===== config.mk =====
export PLATFORM = sky130hd
export DESIGN_NAME = ctrl_pipeline
export DESIGN_NICKNAME = d
export VERILOG_FILES = /design/src/rtl/ctrl_pkg.sv /design/src/rtl/ctrl_decode.sv /design/src/rtl/ctrl_pipeline.sv
export SDC_FILE = /design/constraint.sdc
export NUM_CORES = 1
export LEC_CHECK = 0
export ABC_AREA = 1
export BUFFER_PORTS_ARGS = -buffer_cell sky130_fd_sc_hd__buf_2
export CAP_MARGIN = 10
export CELL_PAD_IN_SITES_DETAIL_PLACEMENT = 1
export CELL_PAD_IN_SITES_GLOBAL_PLACEMENT = 2
export CORE_MARGIN = 5
export CORE_UTILIZATION = 27
export DETAILED_ROUTE_END_ITERATION = 8
export GPL_ROUTABILITY_DRIVEN = 0
export PLACE_DENSITY = 0.8
export RECOVER_POWER = 100
export SLEW_MARGIN = 30
export SYNTH_ARGS = -nofsm -noshare
export SYNTH_HDL_FRONTEND = slang
export SYNTH_SLANG_ARGS = --single-unit

===== constraint.sdc =====
create_clock -name clk -period 1.6 [get_ports clk]
set_input_delay 0.32 -clock clk [delete_from_list [all_inputs] [get_ports clk]]
set_output_delay 0.32 -clock clk [all_outputs]
set_load 0.01 [all_outputs]

===== src/rtl/ctrl_pkg.sv =====
// ctrl_pkg: opcode, ALUOp and writeback-select encodings plus the control bundle shared by the control pipeline.
package ctrl_pkg;
  localparam logic [6:0] OP_R      = 7'b0110011;
  localparam logic [6:0] OP_I      = 7'b0010011;
  localparam logic [6:0] OP_LOAD   = 7'b0000011;
  localparam logic [6:0] OP_STORE  = 7'b0100011;
  localparam logic [6:0] OP_BRANCH = 7'b1100011;
  localparam logic [6:0] OP_JAL    = 7'b1101111;
  localparam logic [6:0] OP_JALR   = 7'b1100111;
  localparam logic [6:0] OP_LUI    = 7'b0110111;
  localparam logic [6:0] OP_AUIPC  = 7'b0010111;
  localparam logic [1:0] ALU_ADD = 2'b00;
  localparam logic [1:0] ALU_BR  = 2'b01;
  localparam logic [1:0] ALU_R   = 2'b10;
  localparam logic [1:0] ALU_I   = 2'b11;
  localparam logic [1:0] WB_ALU = 2'b00;
  localparam logic [1:0] WB_MEM = 2'b01;
  localparam logic [1:0] WB_PC4 = 2'b10;
  localparam logic [1:0] WB_IMM = 2'b11;
  typedef struct packed {
    logic       valid;
    logic       regwrite;
    logic       alusrc;
    logic       branch;
    logic       jump;
    logic       memread;
    logic       memwrite;
    logic       illegal;
    logic [1:0] aluop;
    logic [1:0] wb_sel;
  } ctrl_bundle_t;
  localparam ctrl_bundle_t BUBBLE = '0;
endpackage


===== src/rtl/ctrl_decode.sv =====
// ctrl_decode: combinational opcode-to-bundle decoder with source-register usage flags.
module ctrl_decode
  import ctrl_pkg::*;
#(
  parameter int REG_ADDR_W = 5
) (
  input  logic [6:0]            opcode,
  input  logic [REG_ADDR_W-1:0] rd,
  output ctrl_bundle_t          ctrl,
  output logic                  rs1_used,
  output logic                  rs2_used
);
  always_comb begin
    ctrl = BUBBLE;
    ctrl.valid = 1'b1;
    rs1_used = 1'b1;
    rs2_used = 1'b0;
    case (opcode)
      OP_R:      begin ctrl.regwrite = 1'b1; ctrl.aluop = ALU_R; rs2_used = 1'b1; end
      OP_I:      begin ctrl.regwrite = 1'b1; ctrl.alusrc = 1'b1; ctrl.aluop = ALU_I; end
      OP_LOAD:   begin ctrl.regwrite = 1'b1; ctrl.alusrc = 1'b1; ctrl.memread = 1'b1; ctrl.wb_sel = WB_MEM; end
      OP_STORE:  begin ctrl.alusrc = 1'b1; ctrl.memwrite = 1'b1; rs2_used = 1'b1; end
      OP_BRANCH: begin ctrl.branch = 1'b1; ctrl.aluop = ALU_BR; rs2_used = 1'b1; end
      OP_JAL:    begin ctrl.regwrite = 1'b1; ctrl.jump = 1'b1; ctrl.wb_sel = WB_PC4; rs1_used = 1'b0; end
      OP_JALR:   begin ctrl.regwrite = 1'b1; ctrl.jump = 1'b1; ctrl.alusrc = 1'b1; ctrl.wb_sel = WB_PC4; end
      OP_LUI:    begin ctrl.regwrite = 1'b1; ctrl.alusrc = 1'b1; ctrl.wb_sel = WB_IMM; rs1_used = 1'b0; end
      OP_AUIPC:  begin ctrl.regwrite = 1'b1; ctrl.alusrc = 1'b1; ctrl.aluop = ALU_ADD; ctrl.wb_sel = WB_ALU; rs1_used = 1'b0; end
      default:   begin ctrl.illegal = 1'b1; rs1_used = 1'b0; end
    endcase
    if (rd == '0) ctrl.regwrite = 1'b0;
  end
endmodule


===== src/rtl/ctrl_pipeline.sv =====
// ctrl_pipeline: decoded control carried through ID/EX, EX/MEM and MEM/WB with load-use,
// redirect and memory-stall handling.
module ctrl_pipeline
  import ctrl_pkg::*;
#(
  parameter int REG_ADDR_W   = 5,
  parameter int ALUOP_W      = 2,
  parameter bit TRAP_ILLEGAL = 1'b1
) (
  input  logic                  clk,
  input  logic                  rst_n,
  input  logic                  id_valid,
  input  logic [6:0]            id_opcode,
  input  logic [2:0]            id_funct3,
  input  logic [6:0]            id_funct7,
  input  logic [REG_ADDR_W-1:0] id_rs1,
  input  logic [REG_ADDR_W-1:0] id_rs2,
  input  logic [REG_ADDR_W-1:0] id_rd,
  input  logic                  ex_redirect,
  input  logic                  mem_stall,
  output logic                  stall_if_id,
  output logic                  flush_if_id,
  output logic                  ex_valid,
  output logic                  ex_alusrc,
  output logic                  ex_branch,
  output logic                  ex_jump,
  output logic                  ex_memread,
  output logic [ALUOP_W-1:0]    ex_aluop,
  output logic [REG_ADDR_W-1:0] ex_rd,
  output logic                  ex_illegal,
  output logic                  mem_valid,
  output logic                  mem_memread,
  output logic                  mem_memwrite,
  output logic [REG_ADDR_W-1:0] mem_rd,
  output logic                  wb_valid,
  output logic                  wb_regwrite,
  output logic [1:0]            wb_sel,
  output logic [REG_ADDR_W-1:0] wb_rd
);
  ctrl_bundle_t          dec, ex_q, ex_n;
  logic                  rs1_used, rs2_used, hazard, bubble;
  logic [REG_ADDR_W-1:0] ex_rd_n;
  logic                  mem_regwrite;
  logic [1:0]            mem_wb_sel;
  ctrl_decode #(.REG_ADDR_W(REG_ADDR_W)) u_decode (
    .opcode   (id_opcode),
    .rd       (id_rd),
    .ctrl     (dec),
    .rs1_used (rs1_used),
    .rs2_used (rs2_used)
  );
  always_comb begin
    hazard = ex_q.valid & ex_q.memread & (ex_rd != '0) & id_valid &
             ((rs1_used & (ex_rd == id_rs1)) | (rs2_used & (ex_rd == id_rs2)));
    bubble = ex_redirect | hazard | !id_valid | (dec.illegal & !TRAP_ILLEGAL);
    ex_n = bubble ? BUBBLE : dec;
    ex_rd_n = (bubble | dec.illegal) ? '0 : id_rd;
    stall_if_id = rst_n & (mem_stall | (hazard & !ex_redirect));
    flush_if_id = rst_n & !mem_stall & ex_redirect;
  end
  assign ex_valid   = ex_q.valid;
  assign ex_alusrc  = ex_q.alusrc;
  assign ex_branch  = ex_q.branch;
  assign ex_jump    = ex_q.jump;
  assign ex_memread = ex_q.memread;
  assign ex_illegal = ex_q.illegal;
  assign ex_aluop   = ALUOP_W'(ex_q.aluop);
  // the three stage registers move together; a memory stall freezes all of them
  always_ff @(posedge clk or negedge rst_n) begin
    if (!rst_n) begin
      ex_q         <= BUBBLE;
      ex_rd        <= '0;
      mem_valid    <= 1'b0;
      mem_memread  <= 1'b0;
      mem_memwrite <= 1'b0;
      mem_regwrite <= 1'b0;
      mem_wb_sel   <= '0;
      mem_rd       <= '0;
      wb_valid     <= 1'b0;
      wb_regwrite  <= 1'b0;
      wb_sel       <= '0;
      wb_rd        <= '0;
    end else if (!mem_stall) begin
      ex_q         <= ex_n;
      ex_rd        <= ex_rd_n;
      mem_valid    <= ex_q.valid;
      mem_memread  <= ex_q.memread;
      mem_memwrite <= ex_q.memwrite;
      mem_regwrite <= ex_q.regwrite;
      mem_wb_sel   <= ex_q.wb_sel;
      mem_rd       <= ex_rd;
      wb_valid     <= mem_valid;
      wb_regwrite  <= mem_regwrite;
      wb_sel       <= mem_wb_sel;
      wb_rd        <= mem_rd;
    end
  end
endmodule


==> out/metrics.csv <==
metric,value,unit
status,"complete, but fails checks",
violations,setup timing,
rows,30,
die_area,8900,um^2
ys_ff_latch,37,
maxCapViolCount,0,
nNetsFinal,364,
start_kind,register,
wl_per_cell,12.6,um
grt_pass1_vias,1847,
final_common_cell,nand2_1,
post_synth.cell_area_avg,7.65,um^2
worstSetupPathType,register to output pin,
final_layout_size_suffix_gt1_frac,0.262,
required,1280,ps
die_x,94.3,um
synth_cells,251,
yosys.area.top_type,dfrtp_1,
ys_seq_area_frac,0.482,
layoutNonFillerInstCount,425,
core_area,6870,um^2
power_per_cell_area,782,nW/um^2
yosys_warnings,0,
track_usage,0.122,
drt-initial-drc-count,22,
placed_cell_area,2400,um^2
cts.sinks,37,
clk_latency,280,ps
syn_area,1920,um^2
cp-end-kind,output pin,
critPathArrivalTime,1600,ps
worstPathMaxFanout,5,
dp_hpwl,4170,um
power,2.00,mW
overflow,0,
wl,5370,um
fin_crit,1920,ps
first_pass_iters,4,
antenna_found_initial,0,
fp.dieH,94.3,um
cts_root_buffer,clkbuf_8,
remaining_drc_errors,0,
fmax,521,MHz
relSlewSlack,0.369,
synthTopCellsByArea,"dfrtp_1, nand2_1, nand4_1",
syn_nets,288,
fin_area,2560,um^2
setup_slack,-318,ps
fin_skew,5.90,ps
viasPerCell,4.32,
dp_cells,411,
synth.distinct_cells,24,
fin_crit_sh,1.20,
synth_top_area_share,0.482,
grt_pass1_wl,8650,um
area_growth,33.4,%
h-tree-depth,2,
peakVddDrop,0.255,mV
numCtsBuffers,5,
leakagePower,1.39,nW
grt_max_degree,32,
most-common-layout-cells,"nand2_1, dfrtp_1, buf_2",
finalSetupViolCount,1,
worst_pin_slew,946,ps
rsz0062_at_grt,yes,
ios,69,
cts.path.max_buffers,2,
fillers,875,
clk_pin_slew,70,ps
io_buffers,58,
initial_utilization,0.280,
cts_tree,done,
finalMaxSlewViolations,0,
hold_viol,0,
min_path_type,input pin to async pin,
via_count,1838,
postRouteAntennaNets,0,
worst max-delay path, stage by stage (launching register included):
cell and delay (ps):
dfrtp_1 430, inv_1 90, nand2_1 50, nand2_1 60, nand2_2 60, nor2_4 120, nand3_2 80, nand2_2 90
nand2_4 60, a21oi_4 150, buf_6 120
report_power, final:
group	leakage (nW)	switching, mW	internal, mW
clock network	0.0574	0.316	0.506
logic	0.824	0.138	0.0794
registers	0.508	0.0122	0.952
total	1.39	0.466	1.54
sequential cells by signal, summed over array words and instances, names as in the netlist, 2 cells and up:
signal,cells
mem_wb_sel,2
wb_sel,2
mem_rd,5
ex_rd,5
ex_aluop,2
ex_q,4
wb_rd,5
timing repair:
| action | 4_1_cts | 5_1_grt |
|---|---|---|
| setup endpoints to repair | 1 | 18 |
| pin swaps | 3 | 8 |
| buffers inserted | 2 | 2 |
| endpoints found under the hold margin | 6 | 0 |
| resized for setup | 4 | 9 |
| hold buffers | 1 | 0 |
metrics by stage:
step                      TNS [ps]   util  setup slack (ps)  hold WS [ps]
after floorplan                  0      -              4.58          24.4
after global placement       -98.3  0.350             -98.3           189
after global routing          -912  0.373              -458           309
after CTS                     -365  0.372              -365           133
final                         -318  0.373              -318           267
after detailed placement      -115  0.350              -115           195
synthesized netlist by cell type:
| cell type | instances |
|---|---|
| nand2_1 | 95 |
| dfrtp_1 | 37 |
| inv_1 | 25 |
| nand4_1 | 18 |
| nor2_1 | 15 |
| o21ai_0 | 15 |
| nand2_2 | 7 |
| clkbuf_1 | 6 |
| nand3_1 | 5 |
| xor2_1 | 4 |
| inv_2 | 3 |
| nor2_4 | 3 |
| xnor2_1 | 3 |
| buf_2 | 2 |
| buf_4 | 2 |
| nor2_2 | 2 |
| nor3_1 | 2 |
| a21oi_1 | 1 |
| a21oi_2 | 1 |
| buf_1 | 1 |
| buf_6 | 1 |
| nand2_4 | 1 |
| nand3b_1 | 1 |
| nor3b_1 | 1 |
layer usage:
metal  up-vias  track usage  share of wire
li1        932            -              -
met1       858        0.153           0.46
met2        40        0.204           0.49
met3         8       0.0311          0.047
met4         0       0.0421         0.0084
met5         -            0              0
kinds of logic (layout without fill, tap and decap cells):
group           after synthesis  in the layout  share of synthesized area
simple gates                150            150                      0.352
other cells                   0              1                          0
flops                        37             37                      0.482
xor+xnor                      7              7                     0.0319
compound gates               17             17                     0.0463
buf+inv                      40            117                     0.0873
path summary, 6_finish.rpt:
| check | slack (ps) | start | to | cells past startpoint |
|---|---|---|---|---|
| max reg2reg | 60 | ex_rd[2]$_DFFE_PN0N_ | ex_valid$_DFFE_PN0N_ | 11 |
| max in group asynchronous | 800 | rst_n | ex_rd[1]$_DFFE_PN0N_ | 2 |
| min in group clk | 300 | id_rd[0] | ex_rd[0]$_DFFE_PN0N_ | 3 |
| max | -320 | ex_rd[2]$_DFFE_PN0N_ | stall_if_id | 10 |
| min reg2reg | 480 | wb_rd[0]$_DFFE_PN0N_ | wb_rd[0]$_DFFE_PN0N_ | 2 |
| min | 270 | rst_n | ex_q[1]$_DFFE_PN0N_ | 2 |
area by class of cell:
type                    instances  area, um^2  share of cell area
clock buffers                   6        82.6              0.0322
flip-flops and latches         37         930               0.363
diodes                          1        2.50            0.000977
multi-input cells             174         860               0.335
inverters                      28         105              0.0410
repair buffers                 81         425               0.166
clock inverters                 2        37.5              0.0146
well taps                      96         120              0.0469
Note: power is estimated with default switching activity, not from simulation.
